File: src/rtl/mul_share_pkg.sv
// ---------------------------------------------------------------------------
// Module : mul_share_pkg
// Brief  : Shared types, constants and the rotating-priority pick function
//          for the shared approximate multiplier arbiter.
// Rev    : 1.0  initial release
// ---------------------------------------------------------------------------
`default_nettype none

package mul_share_pkg;

    localparam int IN_W        = 16;
    localparam int PROD_W      = 32;
    localparam int SHIFT_W_DEF = 8;
    localparam int MAX_REQ     = 8;
    localparam int MAX_ID_W    = 3;

    typedef struct packed {
        logic signed [IN_W-1:0]   a;
        logic signed [IN_W-1:0]   b;
        logic [MAX_ID_W-1:0]      id;
    } req_t;

    typedef struct packed {
        logic signed [PROD_W-1:0] data;
        logic [MAX_ID_W-1:0]      id;
    } resp_t;

    typedef struct packed {
        logic                     found;
        logic [MAX_ID_W-1:0]      idx;
    } pick_t;

    // First valid requester at or after ptr, wrapping modulo n.
    function automatic pick_t rr_pick(input logic [MAX_REQ-1:0]  valid,
                                      input logic [MAX_ID_W-1:0] ptr,
                                      input int                  n);
        pick_t r;
        int    k;
        r = '0;
        for (int i = 0; i < MAX_REQ; i++) begin
            if (i < n && !r.found) begin
                k = (int'(ptr) + i) % n;
                if (valid[k]) begin
                    r.found = 1'b1;
                    r.idx   = MAX_ID_W'(k);
                end
            end
        end
        return r;
    endfunction

endpackage

`default_nettype wire

File: src/rtl/mul_ex_12bit.sv
// ---------------------------------------------------------------------------
// Module : mul_ex_12bit
// Brief  : Approximate signed 16x16 multiplier keeping the 12 most
//          significant magnitude bits of each operand.
// Rev    : 1.0  initial release
// ---------------------------------------------------------------------------
`default_nettype none

module mul_ex_12bit (
    input  logic signed [15:0] i_a,
    input  logic signed [15:0] i_b,
    output logic signed [31:0] o_p
);

    logic signed [16:0] w_ext_a;
    logic signed [16:0] w_ext_b;
    logic [16:0]        w_mag_a;
    logic [16:0]        w_mag_b;
    logic [31:0]        w_mag_p;
    logic               w_neg;

    // 17-bit magnitudes so that -32768 is representable before truncation.
    assign w_ext_a = {i_a[15], i_a};
    assign w_ext_b = {i_b[15], i_b};
    assign w_mag_a = (i_a[15] ? -w_ext_a : w_ext_a) & 17'h1FFF0;
    assign w_mag_b = (i_b[15] ? -w_ext_b : w_ext_b) & 17'h1FFF0;
    assign w_mag_p = 32'(w_mag_a) * 32'(w_mag_b);
    assign w_neg   = i_a[15] ^ i_b[15];
    assign o_p     = w_neg ? -w_mag_p : w_mag_p;

endmodule

`default_nettype wire

File: src/rtl/mul_share_arb_rr_arbiter.sv
// ---------------------------------------------------------------------------
// Module : rr_arbiter
// Brief  : N-wide rotating-priority grant with pointer advance on grant.
// Rev    : 1.0  initial release
// ---------------------------------------------------------------------------
`default_nettype none

module rr_arbiter
    import mul_share_pkg::*;
#(
    parameter int N_REQ = 4,
    parameter int ID_W  = 2
) (
    input  logic             clk,
    input  logic             rst,
    input  logic [N_REQ-1:0] i_valid,
    input  logic             i_enable,
    output logic [N_REQ-1:0] o_grant,
    output logic             o_found,
    output logic [ID_W-1:0]  o_idx
);

    logic [ID_W-1:0] ptr_q;
    logic [ID_W-1:0] ptr_d;
    pick_t           pick;
    logic            w_unused_idx;

    always_comb begin
        pick    = rr_pick(MAX_REQ'(i_valid), MAX_ID_W'(ptr_q), N_REQ);
        o_found = pick.found;
        o_idx   = pick.idx[ID_W-1:0];
        o_grant = '0;
        ptr_d   = ptr_q;
        if (i_enable && pick.found) begin
            o_grant[o_idx] = 1'b1;
            ptr_d          = ID_W'((int'(pick.idx) + 1) % N_REQ);
        end
    end

    assign w_unused_idx = ^pick.idx;

    always_ff @(posedge clk) begin
        if (rst) begin
            ptr_q <= '0;
        end else begin
            ptr_q <= ptr_d;
        end
    end

endmodule

`default_nettype wire

File: src/rtl/mul_share_arb.sv
// ---------------------------------------------------------------------------
// Module : mul_share_arb
// Brief  : Round-robin sharing of one mul_ex_12bit across N_REQ requesters,
//          two-stage pipeline with a single tagged, rescaled response channel.
// Rev    : 1.0  initial release
// ---------------------------------------------------------------------------
`default_nettype none

module mul_share_arb
    import mul_share_pkg::*;
#(
    parameter int N_REQ   = 4,
    parameter int ID_W    = 2,
    parameter int IN_W    = 16,
    parameter int SHIFT_W = 8
) (
    input  logic                    clk,
    input  logic                    rst,
    input  logic [N_REQ-1:0]        req_valid,
    output logic [N_REQ-1:0]        req_ready,
    input  logic [N_REQ*IN_W-1:0]   req_a,
    input  logic [N_REQ*IN_W-1:0]   req_b,
    output logic                    resp_valid,
    input  logic                    resp_ready,
    output logic [ID_W-1:0]         resp_id,
    output logic [31:0]             resp_data,
    output logic                    busy
);

    req_t               s1_q, s1_d;
    resp_t              s2_q, s2_d;
    logic               v1_q, v1_d;
    logic               v2_q, v2_d;
    logic               w_stall;
    logic               w_adv;
    logic               w_found;
    logic [ID_W-1:0]    w_idx;
    logic signed [31:0] w_product;
    logic signed [31:0] w_scaled;
    logic               w_unused_id;

    assign w_stall = v2_q & ~resp_ready;
    assign w_adv   = ~w_stall & ~rst;

    rr_arbiter #(
        .N_REQ (N_REQ),
        .ID_W  (ID_W)
    ) u_arb (
        .clk      (clk),
        .rst      (rst),
        .i_valid  (req_valid),
        .i_enable (w_adv),
        .o_grant  (req_ready),
        .o_found  (w_found),
        .o_idx    (w_idx)
    );

    mul_ex_12bit u_mul (
        .i_a (s1_q.a),
        .i_b (s1_q.b),
        .o_p (w_product)
    );

    assign w_scaled = w_product >>> SHIFT_W;

    // Both stages advance together; a stall freezes S1, S2 and the pointer.
    always_comb begin
        v1_d = v1_q;
        s1_d = s1_q;
        v2_d = v2_q;
        s2_d = s2_q;
        if (!w_stall) begin
            v1_d = w_found;
            if (w_found) begin
                s1_d.a  = req_a[w_idx*IN_W +: IN_W];
                s1_d.b  = req_b[w_idx*IN_W +: IN_W];
                s1_d.id = MAX_ID_W'(w_idx);
            end
            v2_d = v1_q;
            if (v1_q) begin
                s2_d.data = w_scaled;
                s2_d.id   = s1_q.id;
            end
        end
    end

    always_ff @(posedge clk) begin
        if (rst) begin
            v1_q <= 1'b0;
            v2_q <= 1'b0;
            s1_q <= '0;
            s2_q <= '0;
        end else begin
            v1_q <= v1_d;
            v2_q <= v2_d;
            s1_q <= s1_d;
            s2_q <= s2_d;
        end
    end

    assign resp_valid  = v2_q;
    assign resp_id     = s2_q.id[ID_W-1:0];
    assign resp_data   = s2_q.data;
    assign busy        = v1_q | v2_q;
    assign w_unused_id = ^s2_q.id;

endmodule

`default_nettype wire
File: config.mk
export PLATFORM = sky130hd
export DESIGN_NAME = mul_share_arb
export DESIGN_NICKNAME = d
export VERILOG_FILES = /design/src/rtl/mul_share_pkg.sv /design/src/rtl/mul_ex_12bit.sv /design/src/rtl/mul_share_arb_rr_arbiter.sv /design/src/rtl/mul_share_arb.sv
export SDC_FILE = /design/constraint.sdc
export NUM_CORES = 1
export LEC_CHECK = 0
export ABC_AREA = 1
export CAP_MARGIN = 20
export CORE_ASPECT_RATIO = 1.4
export CORE_MARGIN = 2
export CORE_UTILIZATION = 60
export DETAILED_ROUTE_END_ITERATION = 8
export GPL_TIMING_DRIVEN = 0
export PLACE_DENSITY_LB_ADDON = 0.12
export SKIP_LAST_GASP = 1
export SYNTH_ARGS = -nofsm -noshare
export SYNTH_HDL_FRONTEND = slang
export SYNTH_SLANG_ARGS = --single-unit
export TNS_END_PERCENT = 50
File: constraint.sdc
create_clock -name clk -period 17.8 [get_ports clk]
set_input_delay 2.67 -clock clk [delete_from_list [all_inputs] [get_ports clk]]
set_output_delay 2.67 -clock clk [all_outputs]
set_load 0.01 [all_outputs]
**After elaboration in Yosys (flattened, before gate mapping)**

Index checks and enable logic that the tools add are counted.

- Output and inout port bits: 40
- Register bits after elaboration: 64
- Word-level logic and storage cells: 65
- Input port bits: 135

- Reduce and logical (&&, ||, !) cells: 7
- Magnitude comparators: 6
- Add/subtract/negate cells: 7
- Bitwise operators: 10
- Multiply operators: 1
- Shift-type cells: 2
- Mux-type cells: 24

Operators with widths:

| kind | number |
|---|---|
| 64-bit by 7-bit indexed part select with 16-bit output | 2 |
| 17-bit 2-to-1 mux | 2 |
| 17-bit negator | 2 |
| 32-bit 2-to-1 mux | 1 |
| 4-bit 2-to-1 mux | 8 |
| 32-bit negator | 1 |
| 13-bit by 13-bit multiplier with 24-bit output | 1 |
| 3-bit by 5-bit less-than comparator with 1-bit output (second input constant) | 3 |
| 1-bit binary-select mux with 3-bit select | 3 |
| 1-bit 2-to-1 mux | 8 |
| 2-bit OR reduction | 3 |
| 2-bit by 1-bit adder with 2-bit output (second input constant) | 2 |
| 2-bit adder (second input constant) | 2 |
| 2-bit by 4-bit less-than comparator with 1-bit output (second input constant) | 1 |
| 2-bit AND reduction | 2 |
| 1-bit AND (first input constant) | 3 |
| 2-bit by 3-bit less-than comparator with 1-bit output (second input constant) | 1 |
| 1-bit NOT | 3 |
| 1-bit AND | 2 |
| 1-bit binary-select mux with 2-bit select | 1 |
| 1-bit demux with 2-bit select | 1 |
| 2-bit by 1-bit >= comparator with 1-bit output (second input constant) | 1 |
| 1-bit logical AND | 2 |
| 1-bit OR | 1 |
| 1-bit bitwise XOR | 1 |

**Logic depth before layout (Yosys ltp)**

Gate-level depths: netlist of run 1.

- Depth after elaboration: 17
- Mapped depth: 40
- Mapped depth without buffers: 40

**Hierarchy**

From an unflattened synthesis of run 1, not the netlist that was laid out.

- Cells, all modules: 1,642
- Area total of the unflattened synthesis: 10,622.7 um2

By module, submodules not included:

| module | cells an instance | area an instance (um2) | instances | seq. area each (um2) |
|---|---|---|---|---|
| mul_ex_12bit | 1,003 | 6,774.0 | 1 | 0.0 |
| mul_share_arb | 567 | 3,437.0 | 1 | 1,241.2 |
| rr_arbiter | 72 | 411.6 | 1 | 40.0 |

**Worst setup path after synthesis of run 1**

No wires, ideal clock.

- Path kind: input to output
- Start point: input req_valid[2]
- End point: output req_ready[2]
- Buffers on the path: 1
- Stages: 12
- Data required time: 15.130 ns
- Arrival time: 4.105 ns
- Setup slack: 11.025 ns
- Path through: or2_1 nand3_1 nand2_2 inv_2 nand2_2 nor2_2 inv_2 o21ai_4 buf_2 ha_1 inv_1 nor2_1

- Word-level cells in the longest chain between the ends: 14
- Elaborated cells between the ends (all ways): 25
- Those cells by class: order compare: 2; mux: 21; reduce/logical: 2

Ends and longest elaborated chain:

| item | RTL line | source |
|---|---|---|
| from (decl) | mul_share_arb.sv:19 | `input logic [N_REQ-1:0] req_valid,` |
| 1-bit binary-select mux with 3-bit select or 1-bit binary-select mux with 2-bit select (tied branches) | mul_share_pkg.sv:43 | `if (valid[k]) begin` |
| 1-bit 2-to-1 mux (implied by the code) | mul_share_pkg.sv:43 |  |
| 1-bit 2-to-1 mux (implied by the code) or 4-bit 2-to-1 mux (tied branches) | mul_share_pkg.sv:43 |  |
| 4-bit 2-to-1 mux | mul_share_pkg.sv:43 |  |
| 4-bit 2-to-1 mux | mul_share_pkg.sv:41 | `if (i < n && !r.found) begin` |
| 4-bit 2-to-1 mux | mul_share_pkg.sv:43 |  |
| 4-bit 2-to-1 mux | mul_share_pkg.sv:41 |  |
| 4-bit 2-to-1 mux | mul_share_pkg.sv:43 |  |
| 4-bit 2-to-1 mux (*) | mul_share_pkg.sv:41 |  |
| via u_arb.o_idx[1] | mul_share_arb_rr_arbiter.sv:20 | `output logic [ID_W-1:0] o_idx` |
| 2-bit by 3-bit less-than comparator with 1-bit output (implied by the code) or 2-bit by 1-bit >= comparator with 1-bit output (tied branches) | mul_share_arb_rr_arbiter.sv:35 | `o_grant[o_idx] = 1'b1;` |
| 1-bit logical AND (implied by the code) | mul_share_arb_rr_arbiter.sv:35 |  |
| 1-bit 2-to-1 mux (implied by the code) | mul_share_arb_rr_arbiter.sv:35 |  |
| 1-bit demux with 2-bit select (*) | n/a |  |
| 4-bit 2-to-1 mux (*) | mul_share_arb_rr_arbiter.sv:34 | `if (i_enable && pick.found) begin` |
| to (decl) | mul_share_arb.sv:20 | `output logic [N_REQ-1:0] req_ready,` |

The timed path passes the listed nets; every way through them passes the cells marked *. The select of a mux whose other input is x is not followed.

**Final worst setup path of run 1**

- Start point: input req_valid[2]
- End point: output req_ready[3]

Same word-level chain as after synthesis.

==> impl_metrics.sql, run 1 <==
INSERT INTO impl_metrics (metric_group, metric, value, unit) VALUES
('layout', 'drive_above_1_share', '3.81', '%'),
('floorplanning', 'core.rowCount', '57', ''),
('clock_network', 'clk_transition_reported_paths', '0.05', 'ns'),
('setup_path', 'critical_path.max_fanout', '11', ''),
('setup_path', 'cp-start-kind', 'input pin', ''),
('synth', 'synth_top_flop_cell', 'dfxtp_1', ''),
('setup_path', 'critical_path_cell_count', '14', ''),
('placement', 'post-dp-hpwl', '26000', 'microns'),
('floorplanning', 'dieWidth', '116', 'microns'),
('setup_path', 'timing.critical_path.cells', 'clkdlybuf4s50_1 -> or2_1 -> nand3_1 -> nand2_2 -> inv_2 -> nand2_2 -> nor2_2 -> inv_2 -> o21ai_4 -> buf_2 -> ha_1 -> inv_1 -> nor2_1 -> clkdlybuf4s50_1', ''),
('synth', 'xor_xnor_share_of_the_synthesized_area', '2.58', '%'),
('layout', 'syn2layout_area_growth', '23.0', '%'),
('clock_network', 'cts_root_buffer', 'clkbuf_16', ''),
('sta', 'finalHoldViolations', '0', ''),
('clock_network', 'post_cts_buffers', '0', ''),
('sta', 'finalSetupViolCount', '0', ''),
('synth', 'ys.warnings.count', '0', ''),
('drt', 'routedWlPerCell', '14.8', 'microns'),
('clock_network', 'clock_tree_from_tritoncts', 'yes', ''),
('placement', 'numPortBuffers', '174', ''),
('clock_network', 'cts_buffer_depth', '2', ''),
('setup_path', 'reg2reg_setup_slack', '10.34', 'ns'),
('setup_path', 'crit_path_top_delay_cell', 'clkdlybuf4s50_1', ''),
('placement', 'place_congestion', '0.997', ''),
('setup_path', 'critPathMaxStageDelay', '0.57', 'ns'),
('setup_path', 'cp_data_arrival_time', '5.28', 'ns'),
('drt', 'finalWirelength', '30300', 'microns'),
('sta', 'tightestPinTransition', '0.988', 'ns'),
('sta', 'number_of_max_slew_violations_in_the_final_report', '0', ''),
('drt', 'drtAntennaViolNets', '0', ''),
('setup_path', 'cp_data_required_time', '15.13', 'ns'),
('synth', 'share_of_synthesized_registers_carrying_an_async_set_or_reset', '0', '%'),
('drt', 'drt_drc_violations_left', '0', ''),
('synth', 'synth_most_common_cell', 'nand2_1', ''),
('grt', 'groute.usage.overall', '34.1', '%'),
('drt', 'avgViaCountPerCell', '5.13', ''),
('floorplanning', 'design.core.area', '17300', 'sq um'),
('setup_path', 'path_delay_family', 'buffers and inverters', ''),
('synth', 'post_synthesis_compound_gate_area_fraction', '10.6', '%'),
('setup_path', 'worst_setup_path_end_kind', 'output port', ''),
('grt', 'first_pass_grt_wire_length', '50000', 'microns'),
('clock_network', 'clk-insertion-delay-late', '0.34', 'ns'),
('layout', 'antennaDiodeCount', '0', ''),
('synth', 'syn_avg_cell_area', '6.54', 'sq um'),
('layout', 'final-seq-area', '1280', 'sq um'),
('clock_network', 'cts.htree.levels', '3', ''),
('synth', 'most_common_library_cells_after_synthesis', '410 x nand2_1, 401 x inv_1, 152 x nor2_1', ''),
('clock_network', 'postCtsHoldBufs', '0', ''),
('floorplanning', 'io_pins', '175', ''),
('sta', 'rsz0062_at_grt', 'no', ''),
('synth', 'synth_cell_type_count', '41', ''),
('run_status', 'run_status', 'complete, no violations', ''),
('synth', 'synth_simple_gate_area_share', '25.8', '%'),
('layout', 'fillCellCount', '1501', ''),
('sta', 'final.setup_skew', '0.0150', 'ns'),
('drt', 'vias', '10500', ''),
('setup_path', 'critPathBufInv', '6', ''),
('setup_path', 'critPathKind', 'in -> out', ''),
('sta', 'worst_slew_margin_rel', '33.9', '%'),
('floorplanning', 'design.die.area', '18600', 'sq um'),
('synth', 'synth_top_family_by_area', 'adder cells', ''),
('synth', 'synth-edff-count', '0', ''),
('clock_network', 'post_cts_resize_count', '0', ''),
('grt', 'first_global_vias', '10700', ''),
('grt', 'antenna_found_initial', '0', ''),
('synth', 'mappedNetlistArea', '10500', 'sq um'),
('drt', 'initialDrtViolationCount', '594', ''),
('clock_network', 'number_of_clock_buffers_inserted_by_tritoncts', '9', ''),
('sta', 'final.min_clock_period', '7.95', 'ns'),
('setup_path', 'reg2regPathDepth', '31', ''),
('synth', 'netlist_instances', '1603', '');
-- routing by layer --
layer	vias up	wire length (microns)	GRT usage [%]
met5	-	0	0
li1	5201	-	-
met3	105	1920	5.62
met2	428	15400	61.1
met1	4763	10900	36.7
met4	0	2060	21.2
-- final cells by class --
cell class                      count  share of cell area, %
Buffer                             61                   2.51
Clock buffer                       11                   1.96
Clock inverter                      3                  0.330
Inverter                          410                   11.9
Multi-Input combinational cell   1088                   57.5
Sequential cell                    64                   9.94
Tap cell                          236                   2.29
Timing Repair Buffer              174                   13.5
-- per-stage QoR --
| stage | worst slack (ns) | hold slack, ns | area, sq um | instances | util (%) |
|---|---|---|---|---|---|
| 2_1_floorplan | 11.03 | 0.445 | 10600 | 1623 | - |
| 3_3_place_gp | 9.89 | 0.454 | 12600 | 2033 | 73.0 |
| 3_5_place_dp | 9.87 | 0.473 | 12600 | 2033 | 73.0 |
| 4_1_cts | 9.86 | 0.479 | 12900 | 2047 | 74.7 |
| 5_1_grt | 9.66 | 0.509 | 12900 | 2047 | 74.7 |
| 6_report | 9.85 | 0.478 | 12900 | 2047 | 74.7 |
-- worst paths after layout --
| kind | startpoint | endpoint |
|---|---|---|
| max reg2reg | s1_q[19] | resp_data[16] |
| min | s1_q[0] | s1_q[0] |
| min reg2reg | s1_q[0] | s1_q[0] |
| max | req_valid[2] | req_ready[3] |
-- worst register-to-register path: cells and delay by family (launching register included) --
kind | cells | cell delay [ns]
flip-flops | 1 | 0.30
adder cells (fa/ha/maj) | 6 | 2.77
AND/OR/NAND/NOR | 14 | 2.12
AO/OA/AOI/OAI | 2 | 0.47
XOR/XNOR | 2 | 0.99
buffers and inverters | 7 | 0.71
-- cell usage in the layout, fill, tap and decap left out, drive strengths merged --
cell,count
nand2,412
inv,408
clkdlybuf4s50,174
nor2,153
fa,120
nand3,76
ha,67
o211ai,66
dfxtp,64
a21oi,57
o21ai,41
buf,39
clkbuf,33
conb,22
xor2,21
nand4,12
xnor2,9
nor3,7
o221ai,4
and2,3
nand3b,3
o21bai,3
or2,3
clkinv,3
a21boi,2
o31ai,2
a211oi,2
nor4,2
a22oi,1
clkinvlp,1
bufinv,1
-- cells by family after synthesis --
family | Yosys count
and+or+nand+nor | 671
buffers and inverters | 471
adders and majority gates | 187
AOI/OAI and AO/OA | 178
DFF | 64
xor gates and xnor gates | 30
other | 2
-- flip-flops by register name, indices dropped and copies added (netlist names) --
signal       cells
u_arb.ptr_q      2
s1_q            34
resp_valid       1
resp_data       24
v1_q             1
resp_id          2
Power of run 1 is left out: the tool's default activity adds up to more than one toggle a clock period on the data nets, which glitch-free logic cannot reach.
==> inputs of run 2 (changes only) <==
--- a/config.mk
+++ b/config.mk
@@ -9,7 +9,7 @@
 export CAP_MARGIN = 20
 export CORE_ASPECT_RATIO = 1.4
 export CORE_MARGIN = 2
-export CORE_UTILIZATION = 60
+export CORE_UTILIZATION = 51
 export DETAILED_ROUTE_END_ITERATION = 8
 export GPL_TIMING_DRIVEN = 0
 export PLACE_DENSITY_LB_ADDON = 0.12
==> constraint.sdc (replaced) <==
create_clock -name clk -period 6.6 [get_ports clk]
set_input_delay 0.99 -clock clk [delete_from_list [all_inputs] [get_ports clk]]
set_output_delay 0.99 -clock clk [all_outputs]
set_load 0.01 [all_outputs]
==> run 2 against run 1 <==
  * Sequential share of layout area down 0.87 points
  * Via count up 2.2%
  * Global-route usage down 4.8 points
  * Die area up 17%
  * Cell count up 3.5%
  * Core utilization down 4.9 points
  * Flip-flop and latch count unchanged
  * Register-to-register slack worse by 10 ns
  * Clock-buffer cell count down 2
  * Critical path depth up 18
  * First-iteration DRC count down 5.4%
  * Largest cell class unchanged
==> impl_metrics.sql, run 2 (same netlist as run 1, synthesis figures left out) <==
INSERT INTO impl_metrics (metric_group, metric, value, unit) VALUES
('clock_network', 'clock_sink_count', '64', ''),
('sta', 'rsz0062_at_grt', 'yes', ''),
('setup_path', 'crit_path_top_delay_cell', 'fa_1', ''),
('flow_run', 'drv.max_cap_violation_count', '0', ''),
('sta', 'holdWs', '0.471', 'ns'),
('floorplanning', 'design.core.area', '20300', 'sq um'),
('clock_network', 'clk_transition_reported_paths', '0.06', 'ns'),
('drt', 'wire_length_the_detailed_router_placed_on_met1', '11900', 'microns'),
('floorplanning', 'design.die.area', '21700', 'sq um'),
('sta', 'achievable-frequency', '0.156', 'GHz'),
('placement', 'dp_cells', '2053', ''),
('clock_network', 'cts_root_buffer', 'clkbuf_16', ''),
('sta', 'tightestPinTransition', '1.16', 'ns'),
('floorplanning', 'effective_utilization_at_floorplan', '51.6', '%'),
('drt', 'routedWlPerCell', '15.5', 'microns'),
('clock_network', 'clk-insertion-delay-late', '0.33', 'ns'),
('grt', 'groute.usage.overall', '29.4', '%'),
('layout', 'mostFrequentLayoutCell', 'inv_1', ''),
('setup_path', 'cp-start-kind', 'register', ''),
('drt', 'detailroute.wirelength.met2', '17000', 'microns'),
('setup_path', 'worst_setup_path_end_kind', 'register', ''),
('worst_hold_path', 'holdCritPathClass', 'reg -> reg', ''),
('floorplanning', 'core.rowCount', '62', ''),
('layout', 'layout.nets', '2179', ''),
('layout', 'finish.cell_count_without_fillers', '2118', ''),
('grt', 'antenna_found_initial', '0', ''),
('placement', 'dp_worst_setup_slack', '-0.875', 'ns'),
('sta', 'finalSetupViolCount', '0', ''),
('setup_path', 'critPathMaxStageDelay', '0.59', 'ns'),
('run_status', 'run_status', 'complete, no violations', ''),
('grt', 'overflow', '0', ''),
('setup_path', 'cpMostUsedCell', 'nand2_1', ''),
('drt', 'avgViaCountPerCell', '5.06', ''),
('setup_path', 'critPathKind', 'reg -> reg', ''),
('drt', 'drt-pass1-iter-count', '5', ''),
('sta', 'final.setup.tns', '0', 'ns'),
('drt', 'initialDrtViolationCount', '562', ''),
('layout', 'final-seq-area', '1290', 'sq um'),
('placement', 'numPortBuffers', '174', ''),
('floorplanning', 'dieWidth', '125', 'microns'),
('layout', 'multi_input_area', '8170', 'sq um'),
('sta', 'worst_slew_margin_rel', '21.8', '%'),
('layout', 'antennaDiodeCount', '0', ''),
('drt', 'drtAntennaViolNets', '0', ''),
('grt', 'first_global_vias', '10600', ''),
('layout', 'fillCellCount', '1755', ''),
('sta', 'timing.final.ws_setup', '0.191', 'ns'),
('sta', 'final.min_clock_period', '6.41', 'ns'),
('clock_network', 'cts.htree.levels', '3', ''),
('clock_network', 'postCtsHoldBufs', '0', ''),
('setup_path', 'cp_data_required_time', '6.82', 'ns'),
('drt', 'drt_drc_violations_left', '0', ''),
('layout', 'syn2layout_area_growth', '35.2', '%'),
('layout', 'drive_above_1_share', '15.6', '%'),
('layout', 'largest-register', 's1_q', ''),
('drt', 'met3_wl', '1890', 'microns'),
('clock_network', 'number_of_clock_buffers_inserted_by_tritoncts', '9', ''),
('sta', 'number_of_max_slew_violations_in_the_final_report', '0', ''),
('placement', 'place_congestion', '0.933', ''),
('drt', 'finalWirelength', '32900', 'microns'),
('grt', 'first_pass_grt_wire_length', '51400', 'microns'),
('layout', 'most-common-layout-cells', '375 x inv_1, 353 x nand2_1, 174 x clkdlybuf4s50_1', ''),
('sta', 'finalHoldViolations', '0', ''),
('clock_network', 'cts_buffer_depth', '2', ''),
('sta', 'layout_worst_path_cycle_share', '97.1', '%'),
('drt', 'vias', '10700', ''),
('floorplanning', 'io_pins', '175', ''),
('grt', 'grt_start_max_net_pins', '14', ''),
('clock_network', 'clock_tree_from_tritoncts', 'yes', ''),
('drt', 'route.top_layer_used', 'met4', ''),
('setup_path', 'critPathBufInv', '6', ''),
('placement', 'post-dp-hpwl', '26300', 'microns'),
('floorplanning', 'die_boundary_height', '174', 'microns'),
('sta', 'final.setup_skew', '0.0107', 'ns'),
('layout', 'largest_reg_flops', '34', ''),
('setup_path', 'critical_path.max_fanout', '10', ''),
('setup_path', 'cp_data_arrival_time', '6.63', 'ns'),
('setup_path', 'path_delay_family', 'adder cells', '');
## run 2: cell count changes in the layout (fill, tap and decap cells not counted), moves of 24 or more
cell / change
inv_2: +24
inv_1: -26
nand2_2: +43
buf_4: +44
nand2_1: -57
nor2_1: -29
## run 2: layer usage
layer	vias to the layer above	GRT usage, %
met5	-	0
met4	0	15.8
met3	117	3.86
met2	405	54.4
met1	4909	32.2
li1	5295	-
## run 2: final timing paths
kind                            cells past startpoint      from  slack (ns)             to
worst max-delay path                               32  s1_q[20]        0.19  resp_data[21]
worst min-delay path                                2   s1_q[0]        0.47        s1_q[0]
worst max register to register                     32  s1_q[20]        0.19  resp_data[21]
worst min register to register                      2   s1_q[0]        0.47        s1_q[0]
## run 2: layout make-up
type	instances	share of cell area, %
clock buffer	9	1.59
buffer	60	2.46
tap	256	2.26
sequential	64	9.07
timing repair buffer	223	15.3
multi-input combinational	1089	57.7
inverter	410	10.9
clock inverter	7	0.724
## run 2: worst reg2reg max path, delay by kind of cell (launching register included)
kind,cells,cell delay [ns]
AOI/OAI and AO/OA,2,0.29
DFF,1,0.33
buffers and inverters,6,0.58
and+or+nand+nor,18,2.21
adders and majority gates,6,2.91
## run 2: metrics by stage
stage               util, %  instance area, sq um
finish                 69.8                 14200
global route           69.8                 14200
CTS                    65.7                 13300
detailed placement     62.1                 12600
global placement       62.1                 12600
floorplan                 -                 10600
## run 2: timing repair
item,4_1_cts,5_1_grt
resized for setup,67,174
pin swaps,22,91
buffers inserted,18,30
endpoints found under the setup margin,13,13
cloned,1,1
Power of run 2 is left out for the same reason.
==> inputs of run 3 (changes only) <==
--- a/config.mk
+++ b/config.mk
@@ -11,6 +11,7 @@
 export CORE_MARGIN = 2
 export CORE_UTILIZATION = 51
 export DETAILED_ROUTE_END_ITERATION = 8
+export GPL_ROUTABILITY_DRIVEN = 0
 export GPL_TIMING_DRIVEN = 0
 export PLACE_DENSITY_LB_ADDON = 0.12
 export SKIP_LAST_GASP = 1
==> run 3 against run 2 <==
  * First-iteration DRC count increased by 12%
  * Critical path depth unchanged
  * Non-clock buffer count increased by 10
  * Cell area is 1.3% higher
  * Clock-buffer cell count up 2
  * Flip-flop and latch count did not move
  * Setup slack got worse by 0.087 ns
  * Sequential share of layout area down 0.14 points
  * Global-route usage hardly changed
  * Clock skew up 0.0048 ns
  * Critical path type unchanged
  * Critical endpoint is now resp_data[23]
==> impl_metrics.sql, run 3 (same netlist as run 1, synthesis figures left out) <==
INSERT INTO impl_metrics (metric_group, metric, value, unit) VALUES
('layout', 'largest_reg_flops', '34', ''),
('clock_network', 'postCtsHoldBufs', '0', ''),
('drt', 'initialDrtViolationCount', '628', ''),
('sta', 'achievable-frequency', '0.154', 'GHz'),
('setup_path', 'crit_path_top_delay_cell', 'fa_1', ''),
('worst_hold_path', 'holdCritPathClass', 'reg -> reg', ''),
('layout', 'antennaDiodeCount', '0', ''),
('placement', 'dp_cells', '2053', ''),
('grt', 'grt_start_max_net_pins', '13', ''),
('drt', 'vias', '11100', ''),
('layout', 'fillCellCount', '1710', ''),
('placement', 'post-dp-hpwl', '26200', 'microns'),
('sta', 'tightestPinTransition', '0.971', 'ns'),
('clock_network', 'cts_buffer_depth', '2', ''),
('layout', 'fin_util', '70.7', '%'),
('floorplanning', 'io_pins', '175', ''),
('sta', 'finalHoldViolations', '0', ''),
('sta', 'worst_slew_margin_rel', '34.8', '%'),
('setup_path', 'cp-start-kind', 'register', ''),
('clock_network', 'clock_sink_count', '64', ''),
('drt', 'routedWlPerCell', '15.9', 'microns'),
('layout', 'layout.nets', '2188', ''),
('setup_path', 'worst_setup_path_end_kind', 'register', ''),
('floorplanning', 'dieWidth', '125', 'microns'),
('clock_network', 'cts.htree.levels', '3', ''),
('setup_path', 'cpMostUsedCell', 'fa_1', ''),
('sta', 'number_of_max_slew_violations_in_the_final_report', '0', ''),
('layout', 'syn2layout_area_growth', '37.0', '%'),
('grt', 'first_global_vias', '10700', ''),
('layout', 'most-common-layout-cells', '373 x inv_1, 348 x nand2_1, 174 x clkdlybuf4s50_1', ''),
('drt', 'finalWirelength', '33900', 'microns'),
('worst_hold_path', 'whs_path_depth', '2', ''),
('sta', 'finalSetupViolCount', '0', ''),
('grt', 'first_pass_grt_wire_length', '51900', 'microns'),
('placement', 'numPortBuffers', '174', ''),
('floorplanning', 'die_boundary_height', '174', 'microns'),
('clock_network', 'number_of_clock_buffers_inserted_by_tritoncts', '9', ''),
('run_status', 'run_status', 'complete, no violations', ''),
('sta', 'rsz0062_at_grt', 'yes', ''),
('setup_path', 'cp_data_arrival_time', '6.73', 'ns'),
('floorplanning', 'design.die.area', '21700', 'sq um'),
('placement', 'placed_cell_area', '12600', 'sq um'),
('clock_network', 'clock_tree_from_tritoncts', 'yes', ''),
('layout', 'post_route_cell_area', '14400', 'sq um'),
('grt', 'overflow', '0', ''),
('sta', 'layout_worst_path_cycle_share', '98.4', '%'),
('setup_path', 'critPathMaxStageDelay', '0.55', 'ns'),
('setup_path', 'critical_path.max_fanout', '5', ''),
('sta', 'final.setup_skew', '0.0155', 'ns'),
('layout', 'finish.cell_count_without_fillers', '2127', ''),
('drt', 'drt_drc_violations_left', '0', ''),
('grt', 'groute.usage.overall', '29.3', '%'),
('floorplanning', 'design.core.area', '20300', 'sq um'),
('grt', 'antenna_found_initial', '0', ''),
('clock_network', 'cts_root_buffer', 'clkbuf_16', ''),
('drt', 'drt-pass1-iter-count', '7', ''),
('floorplanning', 'effective_utilization_at_floorplan', '51.6', '%'),
('flow_run', 'drv.max_cap_violation_count', '0', ''),
('layout', 'largest-register', 's1_q', ''),
('clock_network', 'clk-insertion-delay-late', '0.34', 'ns'),
('layout', 'drive_above_1_share', '17.0', '%'),
('sta', 'final.min_clock_period', '6.50', 'ns'),
('drt', 'avgViaCountPerCell', '5.22', ''),
('layout', 'mostFrequentLayoutCell', 'inv_1', ''),
('clock_network', 'clk_transition_reported_paths', '0.06', 'ns'),
('floorplanning', 'core.rowCount', '62', ''),
('drt', 'drtAntennaViolNets', '0', ''),
('setup_path', 'reg2regPathDepth', '32', ''),
('setup_path', 'critPathKind', 'reg -> reg', ''),
('setup_path', 'cp_data_required_time', '6.83', 'ns');
==> run 3: cell type report <==
cell class / instances / area [sq um] / share of cell area [%]
well taps: 256 / 320 / 2.23
clock buffers: 11 / 253 / 1.76
clock inverters: 5 / 86.3 / 0.601
inverters: 410 / 1550 / 10.8
repair buffers: 233 / 2220 / 15.5
multi-input cells: 1088 / 8290 / 57.8
flip-flops and latches: 64 / 1280 / 8.93
plain buffers: 60 / 352 / 2.45
==> run 3: repair_timing <==
item / CTS / global route
endpoints found under the setup margin: 13 / 13
resized for setup: 58 / 213
gates cloned: 0 / 1
pin swaps: 16 / 117
setup buffers: 18 / 40
==> run 3: layer usage <==
| layer | part of all wire (%) | up-vias | global-route usage [%] |
|---|---|---|---|
| met1 | 35 | 5129 | 32.4 |
| met2 | 52 | 511 | 55.3 |
| li1 | - | 5306 | - |
| met4 | 6.8 | 0 | 14.1 |
| met3 | 5.7 | 160 | 3.49 |
| met5 | 0 | - | 0 |
==> run 3: worst paths after layout <==
check	start	end	slack [ns]
hold reg to reg	s1_q[0]	s1_q[0]	0.47
hold / removal	s1_q[0]	s1_q[0]	0.47
setup / recovery	s1_q[20]	resp_data[23]	0.10
setup reg to reg	s1_q[20]	resp_data[23]	0.10
==> run 3: critical path, delay by kind of cell, from the launching register on <==
kind / cells / cell delay [ns]
fa+ha+maj: 6 / 2.87
simple gates: 19 / 2.36
buf+inv: 5 / 0.37
flops: 1 / 0.33
xor+xnor: 1 / 0.23
compound gates: 1 / 0.22
==> run 3: through the flow <==
step / setup slack, ns / setup TNS [ns] / hold slack, ns
floorplan: 0.432 / 0 / 0.445
global placement: -0.637 / -6.16 / 0.454
detailed placement: -0.744 / -7.10 / 0.464
CTS: 0.00387 / 0 / 0.473
global route: -0.130 / -0.907 / 0.499
finish: 0.104 / 0 / 0.475
Power of run 3 is left out for the same reason.
